--- config.mk ---
export PLATFORM = sky130hd
export DESIGN_NAME = reflex_ctrl
export DESIGN_NICKNAME = d
export VERILOG_FILES = /design/src/rtl/reflex_ctrl.sv
export SDC_FILE = /design/constraint.sdc
export NUM_CORES = 1
export LEC_CHECK = 0
export ABC_CLOCK_PERIOD_IN_PS = 4400
export CAP_MARGIN = 20
export CORE_ASPECT_RATIO = 0.5
export CORE_MARGIN = 4
export CORE_UTILIZATION = 50
export DETAILED_ROUTE_END_ITERATION = 10
export GPL_ROUTABILITY_DRIVEN = 0
export PLACE_DENSITY_LB_ADDON = 0.12
export SETUP_SLACK_MARGIN = 0.4
export SLEW_MARGIN = 10
export SYNTH_ARGS = -nofsm -noshare
export SYNTH_HDL_FRONTEND = slang
export SYNTH_SLANG_ARGS = --single-unit
--- constraint.sdc ---
create_clock -name ck -period 4.4 [get_ports ck]
set_clock_uncertainty 0.2 [all_clocks]
set_input_delay 0.88 -clock ck [delete_from_list [all_inputs] [get_ports ck]]
set_output_delay 0.88 -clock ck [all_outputs]
set_load 0.005 [all_outputs]
--- src/rtl/reflex_ctrl.sv ---
// rtl/reflex_ctrl.sv - reaction-time tester sequencer: random delay, stimulus LED, reaction timing
// Owns the 1 ms tick generator through clear_ms; flags in RESULT are mutually exclusive.
module reflex_ctrl #(
  parameter int          MIN_DELAY_MS = 1000,
  parameter int          MAX_REACT_MS = 9999,
  parameter logic [15:0] LFSR_SEED    = 16'hACE1
) (
  input  logic        ck,
  input  logic        reset,
  input  logic        start,
  input  logic        stop,
  input  logic        one_ms,
  output logic        clear_ms,
  output logic        led,
  output logic [13:0] time_ms,
  output logic        done,
  output logic        too_soon,
  output logic        timeout
);

  typedef enum logic [1:0] {S_IDLE, S_WAIT, S_REACT, S_RESULT} state_t;

  state_t      state_q, state_d;
  logic [15:0] lfsr_q, lfsr_d;
  logic [13:0] ms_cnt_q, ms_cnt_d;
  logic [10:0] delay_tgt_q, delay_tgt_d;
  logic        led_q, led_d;
  logic [13:0] time_q, time_d;
  logic        done_q, done_d;
  logic        too_soon_q, too_soon_d;
  logic        timeout_q, timeout_d;
  logic [13:0] ms_next;

  assign ms_next = ms_cnt_q + 14'd1;

  always_ff @(posedge ck or posedge reset) begin
    if (reset) begin
      state_q     <= S_IDLE;
      lfsr_q      <= LFSR_SEED;
      ms_cnt_q    <= '0;
      delay_tgt_q <= '0;
      led_q       <= 1'b0;
      time_q      <= '0;
      done_q      <= 1'b0;
      too_soon_q  <= 1'b0;
      timeout_q   <= 1'b0;
    end else begin
      state_q     <= state_d;
      lfsr_q      <= lfsr_d;
      ms_cnt_q    <= ms_cnt_d;
      delay_tgt_q <= delay_tgt_d;
      led_q       <= led_d;
      time_q      <= time_d;
      done_q      <= done_d;
      too_soon_q  <= too_soon_d;
      timeout_q   <= timeout_d;
    end
  end

  always_comb begin
    state_d     = state_q;
    lfsr_d      = {lfsr_q[14:0], lfsr_q[15] ^ lfsr_q[13] ^ lfsr_q[12] ^ lfsr_q[10]};
    ms_cnt_d    = ms_cnt_q;
    delay_tgt_d = delay_tgt_q;
    led_d       = led_q;
    time_d      = time_q;
    done_d      = done_q;
    too_soon_d  = too_soon_q;
    timeout_d   = timeout_q;
    clear_ms    = 1'b0;

    unique case (state_q)
      S_IDLE, S_RESULT: begin
        clear_ms = 1'b1;
        if (start) begin
          delay_tgt_d = 11'(MIN_DELAY_MS) + {1'b0, lfsr_q[9:0]};
          ms_cnt_d    = '0;
          done_d      = 1'b0;
          too_soon_d  = 1'b0;
          timeout_d   = 1'b0;
          time_d      = '0;
          led_d       = 1'b0;
          state_d     = S_WAIT;
        end
      end
      S_WAIT: begin
        if (stop) begin
          too_soon_d = 1'b1;
          time_d     = '0;
          led_d      = 1'b0;
          state_d    = S_RESULT;
        end else if (one_ms) begin
          if (ms_next == {3'b000, delay_tgt_q}) begin
            // Restart the tick generator so the first reaction ms lines up with the LED edge.
            clear_ms = 1'b1;
            ms_cnt_d = '0;
            led_d    = 1'b1;
            state_d  = S_REACT;
          end else begin
            ms_cnt_d = ms_next;
          end
        end
      end
      S_REACT: begin
        if (stop) begin
          time_d  = ms_cnt_q;
          done_d  = 1'b1;
          led_d   = 1'b0;
          state_d = S_RESULT;
        end else if (one_ms) begin
          if (ms_next == 14'(MAX_REACT_MS)) begin
            time_d    = 14'(MAX_REACT_MS);
            timeout_d = 1'b1;
            led_d     = 1'b0;
            state_d   = S_RESULT;
          end else begin
            ms_cnt_d = ms_next;
          end
        end
      end
      default: state_d = S_IDLE;
    endcase
  end

  assign led      = led_q;
  assign time_ms  = time_q;
  assign done     = done_q;
  assign too_soon = too_soon_q;
  assign timeout  = timeout_q;

endmodule

# == Word-level counts from Yosys, hierarchy flattened ==
# Cells that the tools add are included.
# word_totals
elab_cells,83
romBits,0
latchBits,0
output_inout_bits,19
mem_count,0
ramBits,0
register_bits,61
in_bits,5
# classes
muxes,40
mul,0
div_mod_pow,0
n_eq_ne,18
n_shift,0
bitwise_logic,3
n_reduce_logical,11
order_cmp,0
n_addsub,2
# ops
operator,count
two-way mux 14 bit,11
case mux 14 bit (3 select lines),2
"!= test 2 bit, second input constant",9
"adder 14 x 1 -> 14 bit, second input constant",1
equality test 14 x 11 -> 1 bit,1
"equality test 14 bit, second input constant",1
two-way mux 1 bit,14
two-way mux 2 bit,7
"!= test 3 bit, second input constant",4
"adder 10 x 10 -> 11 bit, first input constant",1
AND reduction 5 bit,2
case mux 1 bit (2 select lines),4
case mux 2 bit (3 select lines),1
AND reduction 3 bit,2
AND reduction 6 bit,1
"equality test 2 bit, second input constant",2
AND reduction 4 bit,1
nonzero test 2 bit,2
case mux 1 bit (3 select lines),1
XOR 1 bit,3
"equality test 2 x 1 -> 1 bit, second input constant",1
zero test 2 bit,1
AND reduction 2 bit,1
OR reduction 2 bit,1

# == Depth between registers and ports, before layout ==
# Gate-level depths: netlist of run 1.
# logic_depth
word_depth,6
depth_mapped,10
mapped_depth_nobuf,8

# == Worst setup path after synthesis of run 1 ==
# Ideal clock, no wire load.
# synth_timing
kind,reg-to-output
from,register ms_cnt_q[1]
to,output port clear_ms
setup_slack_ns,0.991
path_stages_with_launch,10
t_required_ns,3.320
arrival_time_ns,2.329
n_path_buf,1
cell_sequence,dfrtp_1 ha_1 and3_1 buf_2 a21oi_1 or4b_1 a2111o_1 nor3_1 a31oi_1 nor2_1
# synth_via
elab_chain_len,6
# synth_lines
element,line,text
start: declaration,25,"logic [13:0] ms_cnt_q, ms_cnt_d;"
start signal: assignment,50,ms_cnt_q <= ms_cnt_d;
adder 14 x 1 -> 14 bit,34,assign ms_next = ms_cnt_q + 14'd1;
equality test 14 x 11 -> 1 bit,93,"if (ms_next == {3'b000, delay_tgt_q}) begin"
two-way mux 1 bit,93,
two-way mux 1 bit,92,end else if (one_ms) begin
two-way mux 1 bit,87,if (stop) begin
case mux 1 bit (2 select lines),72,unique case (state_q)
end: declaration,13,"output logic clear_ms,"
# Every way passes these cells.

# == Final worst setup path of run 1 ==
# Same ends and word-level chain as after synthesis.

==> out/qor.yml, run 1 <==
ant_nets: 0
clk_pin_slew_worst_paths_ns: 0.05
netlist_instances: 302
fin_crit_sh_pct: 88.4
syn2layout_area_growth_pct: 21.8
grt_max_degree: 47
synth_nets: 312
nets: 336
via_per_inst: 5.74
cts_root_buf: "clkbuf_16"
rsz0062_at_grt: "false"
cp_cell_sequence: "ha_4, and3_4, a21oi_1, or4b_1, a2111o_1, nor3_2, a31oi_1, nor2_1, dlygate4sd2_1"
r2r_start: "ms_cnt_q[0]"
grt_pass1_vias: 2313
outcome: "completed"
dp_cells: 395
drc: 0
p_switching_uw: 755
rows: 20
dp_hpwl_mm: 4.87
cts_tree: "built"
synth_fa_ha_area_share_pct: 1.95
top_layer: "met4"
startpoint: "ms_cnt_q[1]"
arrival_ns: 2.81
clk_path_buf_depth: 2
grt_usage_pct: 19.6
slew_violations: 0
core_mm2: 0.00616
p_leak_nw: 1.69
wl_met3_um: 499
portBuffers: 23
intPower_mw: 1.47
power_frac_clock_pct: 33.4
post-route-util_pct: 63.6
io_pins: 24
cts_sinks: 61
worstSetupStartpointType: "register"
max_stage_delay_ns: 0.49
drive_above_1_share_pct: 23.0
numCtsBuffers: 9
n_antenna_cell: 0
min_from: "lfsr_q[14]"
synth-xor-area-share_pct: 6.66
die_area_mm2: 0.00785
insertion_delay_ns: 0.33
cp-end-kind: "output pin"
initial_core_util_pct: 52.2
fin_area_mm2: 0.00391
seq_area_frac_synth_pct: 47.8
synth_top_flop_cell: "dfrtp_1"
worst-setup-path-type: "reg -> out"
critical_path_peak_fanout: 7
synth_top_area_share_pct: 41.3
first_iter_violations: 182
synth_mux_area_share_pct: 3.66
die_y_um: 64.7
hold_viol_final: 0
ys_warn_count: 0
finalSetupTns_ns: 0
async_flop_share_pct: 100
p_total_mw: 2.22
vdd_ir_drop_max_mv: 0.332
fill_cells: 506
synth_top_family_by_area: "compound AO/OA/AOI/OAI gates"
powerDensity_mw_per_mm2: 568
syn_avg_cell_area_um2: 10.6
setup_violations: 0
firstDrtPassIters: 4
seqPwrFrac_pct: 31.8
htree_levels: 3
antenna_found_initial: 0
combinationalPowerShare_pct: 34.8
cts-hold-fix-buffers: 0
yosysTopAreaCell: "dfrtp_1"
slew_headroom_pct: 47.5
crit_slowest_cell: "or4b_1"
fmax_mhz: 257
yosys-top-cells-area: "dfrtp_1, dfstp_2, o21ai_0, xnor2_1, nand2_1"
stdcell_count: 419
wl_met2_mm: 3.16
ys_seq_elements: 61
hp-class: "reg -> reg"
wire_per_inst_um: 16.9
finalWirelength_mm: 7.08
worstMarginPinSlew_ns: 0.785
chipWidth_um: 121
sw_frac_of_total_pct: 34.0
synth_compound_area_share_pct: 18.6
grt_pass1_wl_mm: 11.8
synth_edf_count: 0
crit_required_ns: 3.32
syn_area_mm2: 0.00321
cap_violations: 0
grt_overflow: 0
layout_min_cycle_time_ns: 3.89
synthSimpleGateAreaFrac_pct: 16.4
yosysUniqueCellTypes: 67
vias: 2406
placed_cell_area_mm2: 0.00346
met1Wirelength_mm: 3.37
[kinds of logic (layout without fill, tap and decap cells)]
group | count (synthesis) | count (layout)
AO/OA/AOI/OAI | 79 | 79
flip-flops | 61 | 61
buffers and inverters | 30 | 59
adder cells (fa/ha/maj) | 5 | 5
XOR/XNOR | 21 | 21
AND/OR/NAND/NOR | 95 | 95
multiplexers | 11 | 11
[cells in the mapped netlist (2+ instances only)]
cell       instances
nor2b_1            5
mux2i_1            5
buf_4              3
xor2_1             7
o21ai_0           21
a21boi_0           2
nor4_1             3
o31ai_1            3
a2bb2oi_1          5
nor2_1            14
nand2b_1           3
nand3_1            4
xnor2_1           12
a22o_1             8
and3_1             4
ha_1               5
dfrtp_1           53
clkbuf_1           8
a31oi_1            5
nand4b_1           2
a221o_1            2
nor3_1            12
and4_1             2
dfstp_2            8
a21oi_1           11
nand2_1           27
buf_2              6
buf_6              3
inv_1              7
a22o_2             6
mux2_2             6
clkbuf_2           2
nand4_1            3
nor4b_1            2
[cell type report]
cell class                      instances  area, um2  area share (%)
Clock buffer                           10        229            5.85
Clock inverter                          6       87.6            2.24
Inverter                                7       26.3           0.672
Multi-Input combinational cell        211       1580            40.3
Sequential cell                        61       1540            39.5
Tap cell                               88        110            2.81
Timing Repair Buffer                   36        339            8.67
[layer usage]
| metal | track usage [%] | up-vias |
|---|---|---|
| li1 | - | 1154 |
| met1 | 27.9 | 1174 |
| met2 | 28.7 | 72 |
| met3 | 7.06 | 6 |
| met4 | 4.61 | 0 |
| met5 | 0 | - |
[stage by stage]
stage	setup WS, ns	hold slack [ns]
after floorplan	0.991	0.133
after global placement	0.359	0.139
after detailed placement	0.251	0.141
after CTS	0.545	0.155
after global routing	0.392	0.158
final	0.513	0.152
[worst max-delay path, delay by kind of cell (launching register included)]
family / cells / cell delay, ns
adder cells (fa/ha/maj): 1 / 0.20
flip-flops: 1 / 0.44
AND/OR/NAND/NOR: 4 / 0.95
buffers and inverters: 1 / 0.24
AO/OA/AOI/OAI: 3 / 0.66
[layout by cell type, fill, tap and decap left out, types with 3 or more instances in the layout]
master           count
dfrtp_1             47
nand2_1             27
clkdlybuf4s50_1     22
o21ai_0             20
nor2_1              14
buf_4               12
a21oi_1             11
xnor2_1             11
nor3_1              10
clkbuf_16            9
a22o_1               8
dfstp_2              8
mux2_2               6
xor2_1               6
a22o_2               6
dfrtp_2              6
inv_1                5
nor2b_1              5
a31oi_1              5
mux2i_1              5
a2bb2oi_1            5
nand3_1              4
nand4_1              3
nor3_2               3
nor4_1               3
nand2b_1             3
o31ai_1              3
and3_1               3
ha_1                 3
[worst paths after layout]
path / endpoint / slack, ns / depth (start not counted)
max: clear_ms / 0.51 / 9
min: lfsr_q[15] / 0.15 / 0
max reg2reg: time_ms[8] / 1.07 / 9
min reg2reg: lfsr_q[15] / 0.15 / 0
max in group asynchronous: lfsr_q[7] / 2.78 / 3
min in group asynchronous: lfsr_q[1] / 0.68 / 2
[power groups by stage]
stage                     clock (mW)  sequential (mW)  combinational (mW)
after CTS                      0.762            0.706               0.745
final                          0.741            0.706               0.774
after global placement             0            0.709               0.718
after global routing           0.793            0.716               0.849
after floorplan                    0            0.693               0.545
after detailed placement           0            0.714               0.728
[registers in the layout, summed over array words and instances, names as in the netlist]
name / flops
lfsr_q: 16
done: 1
led: 1
timeout: 1
state_q: 2
ms_cnt_q: 14
too_soon: 1
time_ms: 14
delay_tgt_q: 11
[repair_timing]
action,4_1_cts,5_1_grt
setup endpoints to repair,1,1
resized for setup,10,9
pin swaps,1,3
setup buffers,5,2
Note: power is estimated with default switching activity, not from simulation.
==> inputs of run 2 (changes only) <==
--- a/config.mk
+++ b/config.mk
@@ -5,11 +5,11 @@
 export SDC_FILE = /design/constraint.sdc
 export NUM_CORES = 1
 export LEC_CHECK = 0
-export ABC_CLOCK_PERIOD_IN_PS = 4400
+export ABC_CLOCK_PERIOD_IN_PS = 3390
 export CAP_MARGIN = 20
 export CORE_ASPECT_RATIO = 0.5
 export CORE_MARGIN = 4
-export CORE_UTILIZATION = 50
+export CORE_UTILIZATION = 38
 export DETAILED_ROUTE_END_ITERATION = 10
 export GPL_ROUTABILITY_DRIVEN = 0
 export PLACE_DENSITY_LB_ADDON = 0.12
==> constraint.sdc (replaced) <==
create_clock -name ck -period 3.39 [get_ports ck]
set_clock_uncertainty 0.2 [all_clocks]
set_input_delay 0.678 -clock ck [delete_from_list [all_inputs] [get_ports ck]]
set_output_delay 0.678 -clock ck [all_outputs]
set_load 0.005 [all_outputs]
==> run 2 against run 1 <==
Against the previous run:
- the run now ends with setup timing left
- sequential cell count is the same
- global-route usage shrank 2.0 points
- design area grew 14%
- core utilization shrank 8.7 points
- critical path type unchanged
- highest routed layer unchanged
==> out/qor.yml, run 2 (same netlist as run 1, synthesis figures left out) <==
outcome: "complete, but fails checks"  # was completed
violations: "setup timing"
grt_usage_pct: 17.7  # was 19.6%
initial_core_util_pct: 39.6  # was 52.2%
wire_per_inst_um: 17.5  # was 16.9 um
clk_pin_slew_worst_paths_ns: 0.05  # about the same
hold_viol_final: 0  # unchanged
ant_nets: 0  # unchanged
fin_crit_sh_pct: 101
largest-register: "lfsr_q"  # unchanged
portBuffers: 23  # unchanged
layout_commonest_cell: "dfrtp_1"  # unchanged
sw_frac_of_total_pct: 33.9  # was 34.0%
worstMarginPinSlew_ns: 0.576  # was 0.785 ns
hold_slack_ns: 0.167  # was 0.152 ns
seqPwrFrac_pct: 27.5  # was 31.8%
htree_levels: 3  # unchanged
fmax_mhz: 291
slew_headroom_pct: 61.6  # was 47.5%
grt_max_degree: 37  # was 47
via_per_inst: 5.43  # was 5.74
largest_reg_flops: 16  # unchanged
rows: 23  # was 20
vdd_ir_drop_max_mv: 0.267  # was 0.332 mV
antenna_found_initial: 0  # unchanged
cts_tree: "built"  # unchanged
layout_min_cycle_time_ns: 3.43
grt_pass1_wl_mm: 13.8  # was 11.8 mm
stdcell_count: 490  # was 419
combinationalPowerShare_pct: 43.7  # was 34.8%
p_total_mw: 3.33  # was 2.22 mW
fin_area_mm2: 0.00445  # was 0.00391 mm2
nets: 384  # was 336
powerDensity_mw_per_mm2: 748  # was 568 mW/mm2
drive_above_1_share_pct: 36.5  # was 23.0%
critical_path_peak_fanout: 4  # was 7
intPower_mw: 2.20  # was 1.47 mW
worstSetupStartpointType: "register"  # unchanged
final_cell_mix: "dfrtp_1, buf_4, nand2_1, clkdlybuf4s50_1, o21ai_0"  # was dfrtp_1, nand2_1, clkdlybuf4s50_1, o21ai_0, nor2_1
cp-end-kind: "output pin"  # unchanged
dp_hpwl_mm: 5.75  # was 4.87 mm
grt_pass1_vias: 2597  # was 2313
hp-class: "reg -> reg"  # unchanged
syn2layout_area_growth_pct: 38.6  # was 21.8%
n_antenna_cell: 0  # unchanged
worst-setup-path-type: "reg -> out"  # unchanged
setup_violations: 1  # was 0
firstDrtPassIters: 4  # unchanged
chipWidth_um: 138  # was 121 um
vias: 2661  # was 2406
clk_path_buf_depth: 2  # unchanged
grt_overflow: 0  # unchanged
dp_cells: 450  # was 395
power_frac_clock_pct: 28.9  # was 33.4%
setup_ws_ns: -0.0441  # was 0.513 ns
slew_violations: 0  # unchanged
p_leak_nw: 1.98  # was 1.69 nW
p_switching_mw: 1.13  # was 755 uW
cap_violations: 0  # unchanged
arrival_ns: 2.56  # was 2.81 ns
crit_required_ns: 2.51  # was 3.32 ns
cts_root_buf: "clkbuf_16"  # unchanged
die_area_mm2: 0.0101  # was 0.00785 mm2
io_pins: 24  # unchanged
finalWirelength_mm: 8.55  # was 7.08 mm
cts_sinks: 61  # unchanged
die_y_um: 73.0  # was 64.7 um
numCtsBuffers: 9  # unchanged
finalSetupTns_ns: -0.0441  # was 0 ns
drc: 0  # unchanged
core_mm2: 0.00812  # was 0.00616 mm2
rsz0062_at_grt: "true"  # was false
placed_cell_area_mm2: 0.00376  # was 0.00346 mm2
first_iter_violations: 215  # was 182
insertion_delay_ns: 0.33  # about the same
-- run 2: cell types whose count changed in the layout (fill, tap and decap cells not counted), sizes merged --
cell,change
buf,+48
dlygate4sd2,-1
clkinv,-1
or3,+1
-- run 2: worst max-delay path, cell delays in order (launching register included) --
cell	delay (ns)
dfrtp_2	0.44
buf_6	0.13
ha_4	0.20
xnor2_1	0.13
or4b_1	0.46
a2111o_1	0.41
nor3_2	0.13
a31oi_1	0.10
nor2_1	0.11
buf_2	0.12
-- run 2: final cells by class --
class	count	area (um2)
tap	112	140
sequential	61	1540
inverter	7	26.3
timing repair buffer	83	734
fill	716	3660
multi-input combinational	212	1700
clock inverter	5	75.1
clock buffer	10	239
-- run 2: worst paths after layout --
path	from	end	slack (ns)	depth (start not counted)
max in group asynchronous	reset	lfsr_q[5]	1.81	3
hold / removal	lfsr_q[14]	lfsr_q[15]	0.17	0
setup / recovery	ms_cnt_q[1]	clear_ms	-0.04	9
hold reg to reg	lfsr_q[14]	lfsr_q[15]	0.17	0
min in group asynchronous	reset	timeout	0.53	2
setup reg to reg	ms_cnt_q[1]	time_ms[8]	0.04	13
-- run 2: power groups by stage --
stage	logic (mW)	clock network (mW)	registers (mW)
after global routing	1.57	1.02	0.928
after detailed placement	1.09	0	0.929
after floorplan	0.716	0	0.908
final	1.45	0.961	0.915
after global placement	1.07	0	0.920
after CTS	1.36	0.983	0.915
-- run 2: timing repair --
item                       4_1_cts  5_1_grt
hold buffers                     0        0
setup endpoints to repair       23       33
buffers inserted                13       10
pin swaps                       24        9
gates resized for setup         44       12
gates cloned                     2        0
-- run 2: routing by layer --
| metal | track usage (%) | vias to the layer above | part of all wire, % | wire, um |
|---|---|---|---|---|
| li1 | - | 1249 | - | - |
| met1 | 24.1 | 1344 | 48 | 4090 |
| met2 | 27.2 | 61 | 46 | 3930 |
| met3 | 5.63 | 7 | 5.2 | 448 |
| met4 | 5.37 | 0 | 0.99 | 85 |
| met5 | 0 | - | 0 | 0 |
-- run 2: per-stage QoR --
stage	utilization [%]	setup slack (ns)
floorplan	-	0.383
global placement	46.4	-0.0928
detailed placement	46.4	-0.139
CTS	53.5	-0.0629
global route	54.9	-0.223
finish	54.9	-0.0441
